`src/rtl/class_argmax.sv`:
```
// ---------------------------------------------------------------------------
// class_argmax
//
// Streams N sign-magnitude class scores out of an upstream FIFO and reports
// the index and value of the largest one. Ties keep the lowest index, and
// +0 / -0 are treated as equal.
//
// Parameters
//   CLASS_W : width of the class count / class index (max N = 2^CLASS_W)
//   DATA_W  : width of a score; MSB is the sign, the rest is the magnitude
//
// Ports
//   clk_i          in   system clock, rising edge
//   rst_i          in   synchronous active-high reset (beats start_i)
//   start_i        in   one-cycle pulse: capture classes_i, begin a frame
//   classes_i      in   N-1, sampled only on start_i
//   fifo_rd_data_i in   score, valid one cycle after fifo_rd_en_o
//   fifo_empty_i   in   upstream FIFO empty flag
//   fifo_rd_en_o   out  upstream FIFO read request
//   result_class_o out  index of the winning class
//   result_score_o out  score of the winning class
//   result_valid_o out  result available, held until accepted
//   result_ready_i in   consumer accept
//   busy_o         out  high whenever the FSM is not IDLE
//   state_o        out  current FSM state (debug visibility)
//
// Result handshake: a result transfers on a rising edge where result_valid_o
// and result_ready_i are both high. Once result_valid_o rises it stays high,
// with class and score stable, until that transfer happens; it never drops
// without a transfer except on rst_i or a new start_i.
// ---------------------------------------------------------------------------
module class_argmax #(
    parameter int CLASS_W = 10,
    parameter int DATA_W  = 8
) (
    input  logic               clk_i,
    input  logic               rst_i,
    input  logic               start_i,
    input  logic [CLASS_W-1:0] classes_i,
    input  logic [DATA_W-1:0]  fifo_rd_data_i,
    input  logic               fifo_empty_i,
    output logic               fifo_rd_en_o,
    output logic [CLASS_W-1:0] result_class_o,
    output logic [DATA_W-1:0]  result_score_o,
    output logic               result_valid_o,
    input  logic               result_ready_i,
    output logic               busy_o,
    output logic [1:0]         state_o
);

    localparam logic [1:0] ST_IDLE  = 2'd0;
    localparam logic [1:0] ST_READ  = 2'd1;
    localparam logic [1:0] ST_DRAIN = 2'd2;
    localparam logic [1:0] ST_HOLD  = 2'd3;

    localparam logic [CLASS_W-1:0] CNT_ONE = {{(CLASS_W-1){1'b0}}, 1'b1};

    logic [1:0]         state;
    logic [CLASS_W-1:0] cfg_last;    // N-1 for the current frame
    logic [CLASS_W-1:0] rd_cnt;      // index of the next read to issue
    logic [CLASS_W-1:0] cap_cnt;     // index of the next score to capture
    logic               rd_en_q;     // read issued last cycle -> data valid now
    logic [DATA_W-1:0]  max_score;
    logic [CLASS_W-1:0] max_class;

    logic rd_en;
    logic final_read;
    logic cap_wins;
    logic accept;

    // Sign-magnitude "a strictly greater than b". A zero magnitude is
    // treated as non-negative regardless of its sign bit, so +0 == -0.
    function automatic logic sm_greater(input logic [DATA_W-1:0] a,
                                        input logic [DATA_W-1:0] b);
        logic [DATA_W-2:0] ma;
        logic [DATA_W-2:0] mb;
        logic              a_neg;
        logic              b_neg;
        logic              gt;
        ma    = a[DATA_W-2:0];
        mb    = b[DATA_W-2:0];
        a_neg = a[DATA_W-1] && (ma != '0);
        b_neg = b[DATA_W-1] && (mb != '0);
        if (a_neg != b_neg) begin
            gt = b_neg;          // non-negative beats negative
        end else if (!a_neg) begin
            gt = (ma > mb);      // both non-negative: larger magnitude
        end else begin
            gt = (ma < mb);      // both negative: smaller magnitude
        end
        return gt;
    endfunction

    // Reads stop by leaving READ on the last one, so rd_cnt never exceeds
    // N-1 while a read can issue. The request is also held off during a
    // reset or restart cycle so no FIFO entry is consumed and then discarded.
    assign rd_en      = (state == ST_READ) && !fifo_empty_i && !start_i && !rst_i;
    assign final_read = rd_en && (rd_cnt == cfg_last);

    // Index 0 always loads; later scores must be strictly greater.
    assign cap_wins   = (cap_cnt == '0) || sm_greater(fifo_rd_data_i, max_score);

    assign accept     = (state == ST_HOLD) && result_ready_i;

    always_ff @(posedge clk_i) begin
        if (rst_i) begin
            state     <= ST_IDLE;
            cfg_last  <= '0;
            rd_cnt    <= '0;
            cap_cnt   <= '0;
            rd_en_q   <= 1'b0;
            max_score <= '0;
            max_class <= '0;
        end else if (start_i) begin
            // Restart from any state; an in-flight read or unaccepted
            // result from the previous frame is dropped.
            state     <= ST_READ;
            cfg_last  <= classes_i;
            rd_cnt    <= '0;
            cap_cnt   <= '0;
            rd_en_q   <= 1'b0;
            max_score <= '0;
            max_class <= '0;
        end else begin
            rd_en_q <= rd_en;

            // The counter stays at N-1 on the final read so that
            // N = 2^CLASS_W does not wrap it.
            if (rd_en && !final_read) begin
                rd_cnt <= rd_cnt + CNT_ONE;
            end

            if (rd_en_q) begin
                if (cap_wins) begin
                    max_score <= fifo_rd_data_i;
                    max_class <= cap_cnt;
                end
                if (cap_cnt != cfg_last) begin
                    cap_cnt <= cap_cnt + CNT_ONE;
                end
            end

            case (state)
                ST_IDLE: begin
                    state <= ST_IDLE;
                end
                ST_READ: begin
                    if (final_read) begin
                        state <= ST_DRAIN;
                    end
                end
                ST_DRAIN: begin
                    // The last score is captured during this cycle.
                    state <= ST_HOLD;
                end
                ST_HOLD: begin
                    if (accept) begin
                        state <= ST_IDLE;
                    end
                end
                default: begin
                    state <= ST_IDLE;
                end
            endcase
        end
    end

    assign fifo_rd_en_o   = rd_en;
    assign result_class_o = max_class;
    assign result_score_o = max_score;
    assign result_valid_o = (state == ST_HOLD);
    assign busy_o         = (state != ST_IDLE);
    assign state_o        = state;

endmodule

```
`config.mk`:
```
export PLATFORM = sky130hd
export DESIGN_NAME = class_argmax
export DESIGN_NICKNAME = d
export VERILOG_FILES = /design/src/rtl/class_argmax.sv
export SDC_FILE = /design/constraint.sdc
export NUM_CORES = 1
export LEC_CHECK = 0
export BUFFER_PORTS_ARGS = -buffer_cell sky130_fd_sc_hd__clkbuf_2
export CELL_PAD_IN_SITES_DETAIL_PLACEMENT = 0
export CELL_PAD_IN_SITES_GLOBAL_PLACEMENT = 1
export CORE_ASPECT_RATIO = 0.8
export CORE_UTILIZATION = 38
export DETAILED_ROUTE_END_ITERATION = 16
export PLACE_DENSITY_LB_ADDON = 0.1
export SLEW_MARGIN = 15
export SYNTH_ARGS = -nofsm -noshare
export SYNTH_HDL_FRONTEND = slang
export SYNTH_SLANG_ARGS = --single-unit
```
`constraint.sdc`:
```
create_clock -name clk_i -period 2.2 [get_ports clk_i]
set_clock_uncertainty 0.15 [all_clocks]
set_input_delay 0.44 -clock clk_i [delete_from_list [all_inputs] [get_ports clk_i]]
set_output_delay 0.44 -clock clk_i [all_outputs]
set_load 0.01 [all_outputs]
```
-- After elaboration in Yosys (flattened, before gate mapping)
Cells that the tools add are included.
Widths: inputs -> output; s select.
- bits in registers: 51
- output and inout port bits: 23
- bits of input ports: 23
- word-level logic and storage cells: 51
- mux-type cells: 6
- reductions and logical operators: 23
- eq/ne operators: 10
- magnitude comparators: 2
- $add $sub $neg: 2
- operators with widths (operator ; count):
    $add 10x1->10 const B ; 2
    $reduce_bool 7->1 ; 2
    $eq 10x10->1 ; 1
    $logic_not 10->1 ; 1
    $ne 10x10->1 ; 1
    $logic_and 1x1->1 ; 8
    $pmux 2 s4 ; 1
    $reduce_and 2->1 ; 4
    $gt 7x7->1 ; 1
    $lt 7x7->1 ; 1
    $eq 2x2->1 const B ; 2
    $logic_not 1->1 ; 4
    $mux 2 ; 2
    $mux 1 ; 3
    $ne 3x2->1 const B ; 1
    $ne 3x3->1 const B ; 1
    $eq 2x1->1 const B ; 1
    $logic_not 2->1 ; 1
    $ne 2x1->1 const B ; 1
    $ne 2x2->1 const B ; 1
    $reduce_bool 2->1 ; 1
    $reduce_or 2->1 ; 1
    $logic_or 1x1->1 ; 1
    $ne 1x1->1 ; 1

-- Depth between registers and ports, before layout
Gate-level depths: netlist of the first run.
- depth in word-level cells: 8
- depth in mapped cells: 9
- gate-level depth less buffers: 7

-- Worst setup path before layout of the first run
Ideal clock, no wire load.
- path type: input port to flip-flop
- start point: input port start_i
- end point: register rd_cnt[8]
- setup time: 0.071 ns
- stages: 6
- setup slack: -0.118 ns
- arrival: 2.097 ns
- cells stage by stage: buf_6 or4b_1 buf_2 a311o_1 or4_1 a21oi_1
- longest elaborated chain between the ends: 6
- ends and longest elaborated chain (what ; RTL line ; text):
    start: declaration ; 38 ; input logic start_i,
    $logic_not 1->1 ; 97 ; assign rd_en = (state == ST_READ) && !fifo_empty_i && !start_i && !rst_i;
    $logic_and 1x1->1 (2 in a row) ; 97 ;
    $logic_and 1x1->1 ; 98 ; assign final_read = rd_en && (rd_cnt == cfg_last);
    $logic_not 1->1 ; 129 ; if (rd_en && !final_read) begin
    $logic_and 1x1->1 ; 129 ;
    end signal: assignment ; 130 ; rd_cnt <= rd_cnt + CNT_ONE;
    end: declaration ; 60 ; logic [CLASS_W-1:0] rd_cnt;
Parallel ways exist; a longest one is shown, timed or not.
A chain may end at the register's enable or synchronous reset.

-- Worst setup path after layout of the first run
- start point: register state[1] (netlist: state_o[1])
- end point: register rd_cnt[8]
- longest elaborated chain between the ends: 7
- ends and longest elaborated chain (what ; RTL line ; text):
    start: declaration ; 58 ; logic [1:0] state;
    start signal: assignment ; 107 ; state <= ST_IDLE;
    start signal: assignment ; 117 ; state <= ST_READ;
    start signal: assignment ; 145 ; state <= ST_IDLE;
    $eq 2x1->1 * ; 97 ;
    $logic_and 1x1->1 * (3 in a row) ; 97 ;
    $logic_and 1x1->1 ; 98 ;
    $logic_not 1->1 ; 129 ;
    $logic_and 1x1->1 * ; 129 ;
Every way passes the cells marked *; elsewhere a longest branch is shown, timed or not.

==> results.txt, run 1 <==
Pre-antenna DRT Iters: 4
LEAKAGE: 1.38 nW
clk root buf: clkbuf_8
Syn Nets: 346
Syn. warnings: 0
routed vias/inst: 5.05
first-pass GRT wire length: 10400 um
Num CTS Buffers: 5
Ports: 46
Slew HR: 0.726
quantity of hold-fixing buffers added after cts: 0
Power Dens Cells: 522 nW/um2
Setup Viol. Count Final: 0
Antenna diodes: 0
uppermost layer routed: met4
met3 WL: 314 um
max frequency: 0.470 GHz
GRT Overall Usage: 0.183
Worst Path Required: 2300 ps
Rows: 26
HP Class: input pin to flop
most frequent cells in the layout: dfxtp_1, nand2_1, clkbuf_2, mux2i_1
met2 WL: 2410 um
final period utilization: 0.968
Core Box Area: 6600 um2
R2R cell count: 6
clock-pin slew on the worst setup and hold paths: 100 ps
vias in the first global route: 2105
wirelength, routed: 6230 um
Cell variety after synth: 42
CP Data Arrival Time: 2230 ps
VDD IR-drop max: 263 uV
hold slack final: 210 ps
Worst-Margin Slew: 408 ps
RePlAce Congestion: 0.791
initial DRC count: 60
commonest non-fill, non-tap cell in the layout: dfxtp_1
CP startpoint kind: flop
critical-path cell list: inv_2 -> ha_4 -> or4b_4 -> a311o_1 -> or4_1 -> a21oi_1
critical path's slowest cell: or4b_4
HP Start: classes_i[1]
WL met1: 3430 um
Gate Count Post-Synth: 309
CTS Buffer Depth: 2
fraction of registers with async set or reset after synthesis: 0
Post-synth top flop: dfxtp_1
share of layout cells above drive strength 1: 0.251
hold path endpoint: cfg_last[1]$_SDFFE_PP0P_
CTS Sinks: 51
Yosys reg bits: 51
DP Wirelength: 4660 um
drt drc: 0
Max Slew Vio Count: 0
total gr overflow: 0
die height: 77.1 um
reg2reg setup slack: 70 ps
crit path capture type: flop
Clk Latency, worst-skew pair: 310 ps
Post-DRT Antenna Nets: 0
Hold Fails Final Rpt: 0
routed via count: 2292
CTS tree: built
kind of critical path: flop to flop
drt wl/cell: 13.7 um
port bufs: 45
Tmin final: 2130 ps
largest net degree at the start of global routing: 40
sequential share of the synthesized area: 0.381
syn avg cell area: 8.66 um2
mapped cell area: 2680 um2
number of flops mapped to enable cells by yosys: 0
Max-Cap Viols: 0
Die Footprint: 7380 um2
highest fanout seen on the critical path: 5
cell family with most CP delay: simple AND/OR/NAND/NOR gates
Worst Path Buf+Inv: 1
initial antenna violation count: 0
die width: 95.8 um
H-tree depth: 2
final core occ: 0.498
r2r startpoint: state_o[1]$_SDFFE_PP0P_
P&R area growth vs syn: 22.8%
hold depth: 3
reg-to-reg endpoint: rd_cnt[8]$_SDFFE_PP0P_
Largest stage delay, worst path: 480 ps
Total Nets Final: 406
Starting Density: 0.405
outcome: finished, final reports clean
-- timing repair --
item	in CTS	in global routing
endpoints found under the setup margin	2	24
setup buffers	3	1
resized for setup	6	8
pin swaps	1	4
gates cloned	0	0
-- synthesized netlist by cell type, types with 7 or more instances --
cell type   n  area share
dfxtp_1    51        0.38
nand2_1    45       0.063
mux2i_1    33        0.12
inv_1      22       0.031
nor2_1     22       0.031
a21oi_1    16       0.030
ha_1       14       0.065
xor2_1     13       0.043
clkbuf_1   10       0.014
xnor2_1    10       0.033
nand4_1     7       0.016
-- state kept, by name, indices dropped and copies added, names as in the netlist --
signal          flops
cap_cnt            10
cfg_last           10
rd_cnt             10
rd_en_q             1
result_class_o     10
result_score_o      8
state_o             2
-- worst max path at each step --
stage	startpoint	to	slack, ps	cells after the start
finish	state_o[1]$_SDFFE_PP0P_	rd_cnt[8]$_SDFFE_PP0P_	70	6
global route	result_score_o[3]$_SDFFE_PP0P_	result_score_o[5]$_SDFFE_PP0P_	-10	9
CTS	state_o[1]$_SDFFE_PP0P_	fifo_rd_en_o	-10	6
detailed placement	fifo_rd_data_i[6]	result_class_o[2]$_SDFFE_PP0P_	-60	7
global placement	rst_i	rd_cnt[8]$_SDFFE_PP0P_	-30	5
floorplan	start_i	rd_cnt[8]$_SDFFE_PP0P_	-40	6
-- stage by stage --
stage	setup WS (ps)	instance area [um2]	setup TNS [ps]	instances	power, W
floorplan	-38.8	2690	-60.2	309	0.00109
global placement	-25.8	3140	-25.8	443	0.00118
detailed placement	-60.5	3140	-316	443	0.00118
CTS	-13.5	3270	-13.5	454	0.00173
global route	-13.2	3290	-13.2	454	0.00181
finish	70.6	3290	0	454	0.00171
-- tightest hold or removal path, cell delays in order --
cell      delay [ps]
clkbuf_2          70
mux2i_1           50
nor2_1            70
-- cell families after synthesis --
logic type,after synthesis,share of synthesized area
simple gates,109,0.194
flops,51,0.381
compound gates,41,0.102
buf+inv,38,0.0575
mux,33,0.123
xor+xnor,23,0.0753
fa+ha+maj,14,0.0655
-- power by group --
part	switching [W]	total [W]	internal, W
logic	0.000108	0.000211	0.000102
registers	0.0000194	0.000958	0.000939
clock network	0.000322	0.000545	0.000223
total	0.000450	0.00171	0.00126
-- routing by layer --
layer	global-route usage	up-vias
li1	-	1186
met1	0.276	1041
met2	0.256	58
met3	0.0387	7
met4	0.0537	0
met5	0	-
-- final cells by class --
cell class / count / area, um2
clock buffer: 6 / 72.6
fill: 661 / 3320
sequential: 51 / 1030
timing repair buffer: 69 / 449
clock inverter: 2 / 12.5
multi-input combinational: 220 / 1540
inverter: 22 / 82.6
tap: 84 / 105
Note: power is estimated with default switching activity, not from simulation.
==> run 2, diff against run 1 <==
GPL_TIMING_DRIVEN = 0   (was unset)
==> results.txt, run 2 (synthesized netlist as in run 1, its figures left out) <==
HP Class: input pin to flop
Largest stage delay, worst path: 550 ps (+70 ps)
DP Wirelength: 4880 um (+4.9%)
Hold Fails Final Rpt: 0 (unchanged)
reg-to-reg endpoint: result_score_o[5]$_SDFFE_PP0P_
wirelength, routed: 6870 um (+10%)
Starting Density: 0.405 (unchanged)
failing checks: setup timing
most frequent cells in the layout: clkbuf_2, nand2_1, dfxtp_1, mux2i_1, nor2_1
Tmin final: 2230 ps (+98.9 ps)
GRT Overall Usage: 0.195 (+0.0126)
CTS Sinks: 51 (unchanged)
drt wl/cell: 15.0 um (+9.3%)
P_int: 0.00127 W (about the same)
hold path endpoint: cfg_last[6]$_SDFFE_PP0P_
Power Dens Cells: 517 nW/um2 (-0.82%)
vias in the first global route: 2127 (+1.0%)
Worst-Margin Slew: 817 ps (+409 ps)
r2r startpoint: result_score_o[6]$_SDFFE_PP0P_
outcome: finished with violations
die height: 77.1 um (unchanged)
CP Data Arrival Time: 2280 ps (+50 ps)
Flop pwr share: 0.546 (-0.013)
switch share: 0.279 (+0.0163)
unrepaired setup endpoints after global routing: yes
Slew HR: 0.456 (-0.271)
Clk Latency, worst-skew pair: 310 ps (about the same)
Ports: 46 (unchanged)
drt drc: 0 (unchanged)
placed inst area: 3020 um2 (-4.0%)
HP Start: classes_i[6]
Final Cell Area: 3390 um2 (+3.2%)
clock-pin slew on the worst setup and hold paths: 100 ps (about the same)
Psw: 0.000489 W (+8.7%)
worst setup margin: -28.3 ps (-98.9 ps)
cell family with most CP delay: simple AND/OR/NAND/NOR gates
die width: 95.8 um (unchanged)
R2R cell count: 7 (+1)
highest fanout seen on the critical path: 5 (unchanged)
total gr overflow: 0 (unchanged)
Pre-antenna DRT Iters: 4 (unchanged)
Die Footprint: 7380 um2 (unchanged)
Core Box Area: 6600 um2 (unchanged)
CP startpoint kind: flop
first-pass GRT wire length: 11000 um (+5.8%)
Num CTS Buffers: 5 (unchanged)
VDD IR-drop max: 263 uV (-0.32%)
Post-DRT Antenna Nets: 0 (unchanged)
crit path capture type: flop
max frequency: 0.449 GHz (-4.4%)
quantity of hold-fixing buffers added after cts: 0 (unchanged)
Rows: 26 (unchanged)
critical path's slowest cell: or4_4
routed vias/inst: 5.15 (+1.9%)
clock share of power: 0.325 (+0.007)
CTS tree: built
CTS Buffer Depth: 2 (unchanged)
Max-Cap Viols: 0 (unchanged)
Worst Path Buf+Inv: 2 (+1)
Combinational Power Share: 0.129 (+0.006)
largest net degree at the start of global routing: 17 (-57%)
reg2reg setup slack: -30 ps (-100 ps)
port bufs: 44 (-2.2%)
H-tree depth: 2 (unchanged)
P&R area growth vs syn: 26.6%
LEAKAGE: 1.41 nW (+2.1%)
Setup Viol. Count Final: 6 (+6)
Antenna diodes: 0 (unchanged)
share of layout cells above drive strength 1: 0.259 (+0.00801)
Worst Path Required: 2260 ps (-40 ps)
Total Nets Final: 410 (+0.99%)
RePlAce Congestion: 0.778 (-1.7%)
dpl ws: -351 ps (-291 ps)
final period utilization: 1.01 (+0.0450)
clk root buf: clkbuf_8
critical-path cell list: or4_4 -> o41ai_4 -> nand2_1 -> o211a_1 -> buf_6 -> clkbuf_16 -> mux2i_1
hold depth: 3 (unchanged)
routed via count: 2357 (+2.8%)
kind of critical path: flop to flop
initial DRC count: 74 (+23%)
Max Slew Vio Count: 0 (unchanged)
initial antenna violation count: 0 (unchanged)
[run 2: what timing repair did]
item                       4_1_cts  5_1_grt
pin swaps                        5       13
resized for setup               19       18
setup buffers                    7        7
setup endpoints to repair       36       23
gates cloned                     0        1
[run 2: cell type report]
cell class,count,area [um2]
buffer,14,88.8
clock buffer,5,68.8
clock inverter,3,18.8
fill,671,3210
inverter,22,82.6
multi-input combinational,220,1620
sequential,51,1030
tap,84,105
timing repair buffer,59,367
[run 2: worst max path at each step]
stage / start / depth (start not counted) / to / slack (ps)
after floorplan: start_i / 6 / rd_cnt[8]$_SDFFE_PP0P_ / -40
after global placement: cap_cnt[4]$_SDFFE_PP0P_ / 7 / cap_cnt[1]$_SDFFE_PP0P_ / -310
after detailed placement: fifo_rd_data_i[6] / 9 / result_score_o[5]$_SDFFE_PP0P_ / -350
after CTS: state_o[1]$_SDFFE_PP0P_ / 6 / rd_cnt[8]$_SDFFE_PP0P_ / -40
after global routing: state_o[1]$_SDFFE_PP0P_ / 7 / rd_cnt[4]$_SDFFE_PP0P_ / -80
final: result_score_o[6]$_SDFFE_PP0P_ / 7 / result_score_o[5]$_SDFFE_PP0P_ / -30
[run 2: tightest hold or removal path, stage by stage]
cell and delay (ps):
clkbuf_2 70, mux2i_1 50, nor2_1 70
[run 2: routing by layer]
metal / global-route usage / part of all wire / vias to the layer above
met1: 0.293 / 0.54 / 1108
met4: 0.0507 / 0.0063 / 0
li1: - / - / 1199
met2: 0.281 / 0.42 / 45
met5: 0 / 0 / -
met3: 0.0397 / 0.031 / 5
[run 2: power by group through the flow]
stage / combinational (W) / clock [W] / sequential, W
after detailed placement: 0.000179 / 0 / 0.000982
after CTS: 0.000208 / 0.000586 / 0.000959
after global routing: 0.000254 / 0.000630 / 0.000960
after global placement: 0.000178 / 0 / 0.000982
after floorplan: 0.000116 / 0 / 0.000976
final: 0.000226 / 0.000571 / 0.000957
[run 2: through the flow]
stage	total power, W	util	setup TNS (ps)	cells	hold slack [ps]
global route	0.00184	0.513	-1160	458	209
finish	0.00175	0.513	-114	458	207
CTS	0.00175	0.490	-66.4	451	204
global placement	0.00116	0.457	-7530	437	296
floorplan	0.00109	-	-60.2	309	322
detailed placement	0.00116	0.457	-7960	437	306
